--- src/rtl/store_buffer.sv ---
// -----------------------------------------------------------------------------
// store_buffer
//
// Posted-write buffer between the CPU memory stage and the data memory.
// Word stores are accepted in one cycle and queued in a small circular FIFO.
// They drain in order to a slower memory port over a req/ack handshake.
// A combinational forwarding path returns the youngest buffered data for a
// matching word address, so loads see stores that are still pending.
//
// Parameters
//   DEPTH : number of entries (power of two, >= 2)
//   AW    : address width
//   DW    : data width
//
// Ports
//   clk, reset        : clock; synchronous active-high reset
//   we_i/addr_i/wdata_i
//                     : store request from the memory stage
//   full_o/empty_o/count_o
//                     : occupancy status (registered count only)
//   overflow_o        : sticky flag, set when a store arrives while full
//   ld_addr_i         : load address for the forwarding lookup
//   ld_hit_o/ld_data_o: forwarding result (data is 0 on a miss)
//   mem_req_o/mem_addr_o/mem_wdata_o
//                     : head entry offered to memory
//   mem_ack_i         : memory accepted the head entry this cycle
// -----------------------------------------------------------------------------
module store_buffer #(
  parameter int DEPTH = 4,
  parameter int AW    = 32,
  parameter int DW    = 32
) (
  input  logic                     clk,
  input  logic                     reset,
  input  logic                     we_i,
  input  logic [AW-1:0]            addr_i,
  input  logic [DW-1:0]            wdata_i,
  output logic                     full_o,
  output logic                     empty_o,
  output logic [$clog2(DEPTH+1)-1:0] count_o,
  output logic                     overflow_o,
  input  logic [AW-1:0]            ld_addr_i,
  output logic                     ld_hit_o,
  output logic [DW-1:0]            ld_data_o,
  output logic                     mem_req_o,
  output logic [AW-1:0]            mem_addr_o,
  output logic [DW-1:0]            mem_wdata_o,
  input  logic                     mem_ack_i
);

  localparam int PW = $clog2(DEPTH);
  localparam int CW = $clog2(DEPTH + 1);

  // Clears the byte-offset bits so every comparison is on word addresses.
  localparam logic [AW-1:0] WORD_MASK = ~AW'(3);

  logic [AW-1:0] addr_mem_q [DEPTH];
  logic [DW-1:0] data_mem_q [DEPTH];

  logic [PW-1:0] head_q, head_d;
  logic [PW-1:0] tail_q, tail_d;
  logic [CW-1:0] count_q, count_d;
  logic          overflow_q, overflow_d;

  logic push;
  logic pop;

  // ---------------------------------------------------------------------------
  // Status and handshake
  // ---------------------------------------------------------------------------
  assign full_o      = (count_q == CW'(DEPTH));
  assign empty_o     = (count_q == '0);
  assign count_o     = count_q;
  assign overflow_o  = overflow_q;

  assign mem_req_o   = ~empty_o;
  assign mem_addr_o  = addr_mem_q[head_q];
  assign mem_wdata_o = data_mem_q[head_q];

  // full_o is the registered state before the edge, so a pop in the same
  // cycle never makes room for a store that arrives while full.
  assign push = we_i & ~full_o;
  assign pop  = mem_req_o & mem_ack_i;

  // ---------------------------------------------------------------------------
  // Next-state logic
  // ---------------------------------------------------------------------------
  always_comb begin
    // NOTE: every combinational output gets a default first; a path that
    // leaves a variable unassigned would otherwise infer a latch.
    head_d     = head_q;
    tail_d     = tail_q;
    count_d    = count_q;
    overflow_d = overflow_q | (we_i & full_o);

    // Pointers wrap naturally because DEPTH is a power of two.
    if (push) tail_d = tail_q + PW'(1);
    if (pop)  head_d = head_q + PW'(1);

    unique case ({push, pop})
      2'b10:   count_d = count_q + CW'(1);
      2'b01:   count_d = count_q - CW'(1);
      default: count_d = count_q;
    endcase
  end

  // ---------------------------------------------------------------------------
  // State registers
  // ---------------------------------------------------------------------------
  always_ff @(posedge clk) begin
    // NOTE: sequential state uses non-blocking assignments so every register
    // samples the pre-edge values regardless of statement order.
    if (reset) begin
      head_q     <= '0;
      tail_q     <= '0;
      count_q    <= '0;
      overflow_q <= 1'b0;
    end else begin
      head_q     <= head_d;
      tail_q     <= tail_d;
      count_q    <= count_d;
      overflow_q <= overflow_d;
    end
  end

  // NOTE: the entry storage is deliberately not reset; an entry is only ever
  // read while the count marks it occupied, and that count is reset.
  always_ff @(posedge clk) begin
    if (push && !reset) begin
      addr_mem_q[tail_q] <= addr_i & WORD_MASK;
      data_mem_q[tail_q] <= wdata_i;
    end
  end

  // ---------------------------------------------------------------------------
  // Load forwarding
  // Walk occupied entries from oldest (head) to youngest; a later match
  // overrides an earlier one, so the youngest matching store wins.
  // ---------------------------------------------------------------------------
  always_comb begin
    logic [PW-1:0] idx;
    ld_hit_o  = 1'b0;
    ld_data_o = '0;
    idx       = head_q;
    for (int i = 0; i < DEPTH; i++) begin
      idx = head_q + PW'(i);
      if ((CW'(i) < count_q) && (addr_mem_q[idx] == (ld_addr_i & WORD_MASK))) begin
        ld_hit_o  = 1'b1;
        ld_data_o = data_mem_q[idx];
      end
    end
  end

endmodule
--- config.mk ---
export PLATFORM = sky130hd
export DESIGN_NAME = store_buffer
export DESIGN_NICKNAME = d
export VERILOG_FILES = /design/src/rtl/store_buffer.sv
export SDC_FILE = /design/constraint.sdc
export NUM_CORES = 1
export LEC_CHECK = 0
export CAP_MARGIN = 20
export CORE_MARGIN = 3
export CORE_UTILIZATION = 57
export CTS_CLUSTER_SIZE = 8
export DETAILED_ROUTE_END_ITERATION = 10
export PLACE_DENSITY_LB_ADDON = 0.15
export SLEW_MARGIN = 20
export SYNTH_ARGS = -nofsm -noshare
export SYNTH_HDL_FRONTEND = slang
export SYNTH_SLANG_ARGS = --single-unit
--- constraint.sdc ---
create_clock -name clk -period 4.2 [get_ports clk]
set_clock_uncertainty 0.15 [all_clocks]
set_input_delay 0.84 -clock clk [delete_from_list [all_inputs] [get_ports clk]]
set_output_delay 0.84 -clock clk [all_outputs]
set_load 0.01 [all_outputs]
==> reports/qor.yml <==
power:
  power_density_nw_per_um2: 498
  max-vdd-ir-drop_uv: 332
  p_leak_nw: 7.99
floorplan:
  die_w_um: 176
  start_util_pct: 58.4
  fp.dieH_um: 176
  row_count: 61
  core_area_um2: 28100
  io_pins: 204
  die_area_um2: 30800
synth:
  synth_compound_area_share_pct: 8.97
  synth-xor-area-share_pct: 5.24
  synth_cells: 1217
  synth_mux_area_share_pct: 29.2
  yosysWarnings: 0
  synth_top_family_by_area: "multiplexers"
  yosysUniqueCellTypes: 60
  yosys-top-cells-area: "edfxtp_1 (45%), mux4_2 (17%), mux2i_1 (9.2%)"
  synth_async_sr_flop_share_pct: 0
  ys_seq_area_share_pct: 46.7
  yosysTopAreaCell: "edfxtp_1"
  synth_fa_ha_area_share_pct: 0.687
  avgSynthCellArea_um2: 13.5
  synth_edf_count: 248
  synth-simple-area-share_pct: 4.92
  synth-seq-cells: 258
  synth.top_cell.area_share_pct: 45.4
  syn-cell-area_um2: 16400
  synth-main-ff-cell: "edfxtp_1"
route:
  via_per_inst: 6.48
  drt-pass1-iter-count: 6
  drt-total-wl_um: 52000
  drt-initial-drc-count: 1621
  drcViolationCount: 0
  vias: 13200
  final_antenna_net_count: 0
  post_drt_wl_per_cell_um: 25.5
timing:
  worst_slew_pin_slew_ns: 0.871
  fmax_mhz: 209
  setup_viol: 33
  rsz0062_at_grt: "yes"
  slew_headroom_pct: 42.0
  finalMaxSlewViolations: 0
  layout_setup_ws_ns: -0.590
  period_minus_slack_ns: 4.79
  finalHoldViolCount: 0
  finalCritPeriodShare_pct: 114
critical_path:
  path_class: "flip-flop to output pin"
  path_common_cell: "buf_12"
  crit_buf_inv: 8
  critPathRequiredTime_ns: 3.21
  path_cells: "buf_12 > buf_12 > clkbuf_16 > mux2i_1 > buf_4 > o22ai_1 > a211oi_1 > o21ai_0 > nor3_2 > and3_4 > buf_6 > o21ai_4 > buf_12 > buf_16 > o221ai_2 > o21a_1 > buf_2"
  crit_path_end_kind: "output pin"
  cpPeakStageDelay_ns: 0.39
  slowest_stage: "dfxtp_4"
  cp-start-kind: "flip-flop"
  cp_max_fo: 5
  arrival_ns: 3.80
  path_delay_family: "buffers and inverters"
cells_and_area:
  syn_to_final_growth_pct: 39.7
  layout.nets: 1753
  utilization_pct: 81.5
  multi_input_area_um2: 8920
  regArea_um2: 7660
  final_area_um2: 22900
  fillers: 1581
  drive_above_1_share_pct: 40.0
clock_tree:
  clk_latency_ns: 0.52
  htree_levels: 2
  clockBufferDepth: 3
  cts_inserted_buffers: 38
  cts.sinks: 258
  cts_tree: "yes"
  cts_root_buf: "clkbuf_16"
  path_clk_slew_ns: 0.05
global_routing:
  globalRouteTotalUtil_pct: 31.9
  grt_max_degree: 126
  grt_pass1_wl_um: 75800
  grt_pass1_vias: 13000
  grt_overflow_total: 0
  antenna_found_initial: 1
status:
  status: "complete, but fails checks"
  violations: "negative setup slack"
place:
  portBuffers: 197
  dpl-instance-area_um2: 20200
  place.gp.congestion: 0.988
  hpwl_um: 33600
  pre_cts_ws_ns: -0.945
hold_path:
  holdCritPathClass: "flip-flop to flip-flop"
run:
  max_cap_viol_count: 0
-- power breakdown --
part | switching, W | internal (W)
clock network | 0.00109 | 0.00169
logic | 0.00257 | 0.00294
registers | 0.000128 | 0.00298
total | 0.00378 | 0.00761
-- Yosys cell counts, drive strengths merged, types with 3 or more instances --
master / count
nor4: 13
edfxtp: 248
o21a: 23
nand4: 16
inv: 35
a2111oi: 3
ha: 9
nand2: 54
dfxtp: 10
o2111ai: 4
a211oi: 4
buf: 74
mux2i: 150
nor2: 53
o221ai: 24
nand2b: 3
a221oi: 13
o21ai: 60
mux2: 47
o22ai: 23
clkbuf: 31
o211ai: 4
nor2b: 3
mux4: 122
a21oi: 42
nor3: 5
and2: 9
nand3: 6
xnor2: 70
xor2: 28
a22o: 3
a22oi: 4
-- layout by cell type, fill, tap and decap left out, drive strengths merged, types with 5 or more instances in the layout --
cell	instances
buf	322
edfxtp	248
clkdlybuf4s50	163
mux2i	150
mux4	122
xnor2	70
o21ai	60
clkbuf	58
nand2	54
nor2	53
mux2	47
a21oi	42
inv	36
xor2	28
o221ai	24
o21a	23
o22ai	23
nand4	16
nor4	13
a221oi	13
dfxtp	10
ha	9
and2	9
nand3	6
nor3	5
-- cell type report --
class                      instances  area share, %
inverter                          36          0.601
clock inverter                     3          0.175
tap                              378           2.07
multi-input combinational        819           39.0
clock buffer                      55           4.53
sequential                       258           33.5
antenna                            1         0.0109
timing repair buffer             491           20.2
-- through the flow --
step           hold WS [ns]  TNS, ns  std cells  total power, W
6_report              0.379   -17.12       2041          0.0114
4_1_cts               0.381   -15.84       2020          0.0110
5_1_grt               0.406   -20.05       2041          0.0118
3_3_place_gp          0.304   -29.43       1926         0.00775
2_1_floorplan         0.352        0       1218         0.00601
3_5_place_dp          0.369   -29.44       1926         0.00783
-- cell families (layout without fill, tap and decap cells) --
logic type | count (synthesis) | after routing
compound gates | 222 | 222
xor+xnor | 98 | 98
fa+ha+maj | 9 | 9
simple gates | 169 | 169
buf+inv | 141 | 585
flops | 258 | 258
mux | 319 | 319
other cells | 1 | 3
-- final timing paths --
kind                            from                           to  slack, ns  cells past startpoint
max reg2reg  count_o[0]$_SDFFE_PP0P_  addr_mem_q[2][26]$_DFFE_PP_       1.34                      7
min reg2reg    overflow_o$_SDFF_PP0_        overflow_o$_SDFF_PP0_       0.38                      2
max           head_q[0]$_SDFFE_PP0P_                 ld_data_o[9]      -0.59                     17
min            overflow_o$_SDFF_PP0_        overflow_o$_SDFF_PP0_       0.38                      2
-- per-layer routing --
metal	global-route usage (%)	vias up	wire [µm]
li1	-	5702	-
met1	46.2	6587	20500
met2	52.0	828	24900
met3	4.73	116	5220
met4	7.36	0	1400
met5	0	-	0
-- flip-flops by register name, indices dropped and copies added, names as in the netlist, named ones only --
name / cells
data_mem_q: 128
addr_mem_q: 120
count_o: 3
head_q: 2
tail_q: 2
overflow_o: 1
-- tightest hold or removal path, cell delays in order, from the launching register on --
cell	delay [ns]
dfxtp_1	0.34
a21oi_1	0.05
nor2_1	0.10
-- timing repair --
item,in CTS,in global routing
hold buffers,0,0
resized for setup,234,95
gates cloned,8,5
pin swaps,39,20
endpoints found under the setup margin,33,33
setup buffers,29,16
Power figures use the tool's default switching activity.
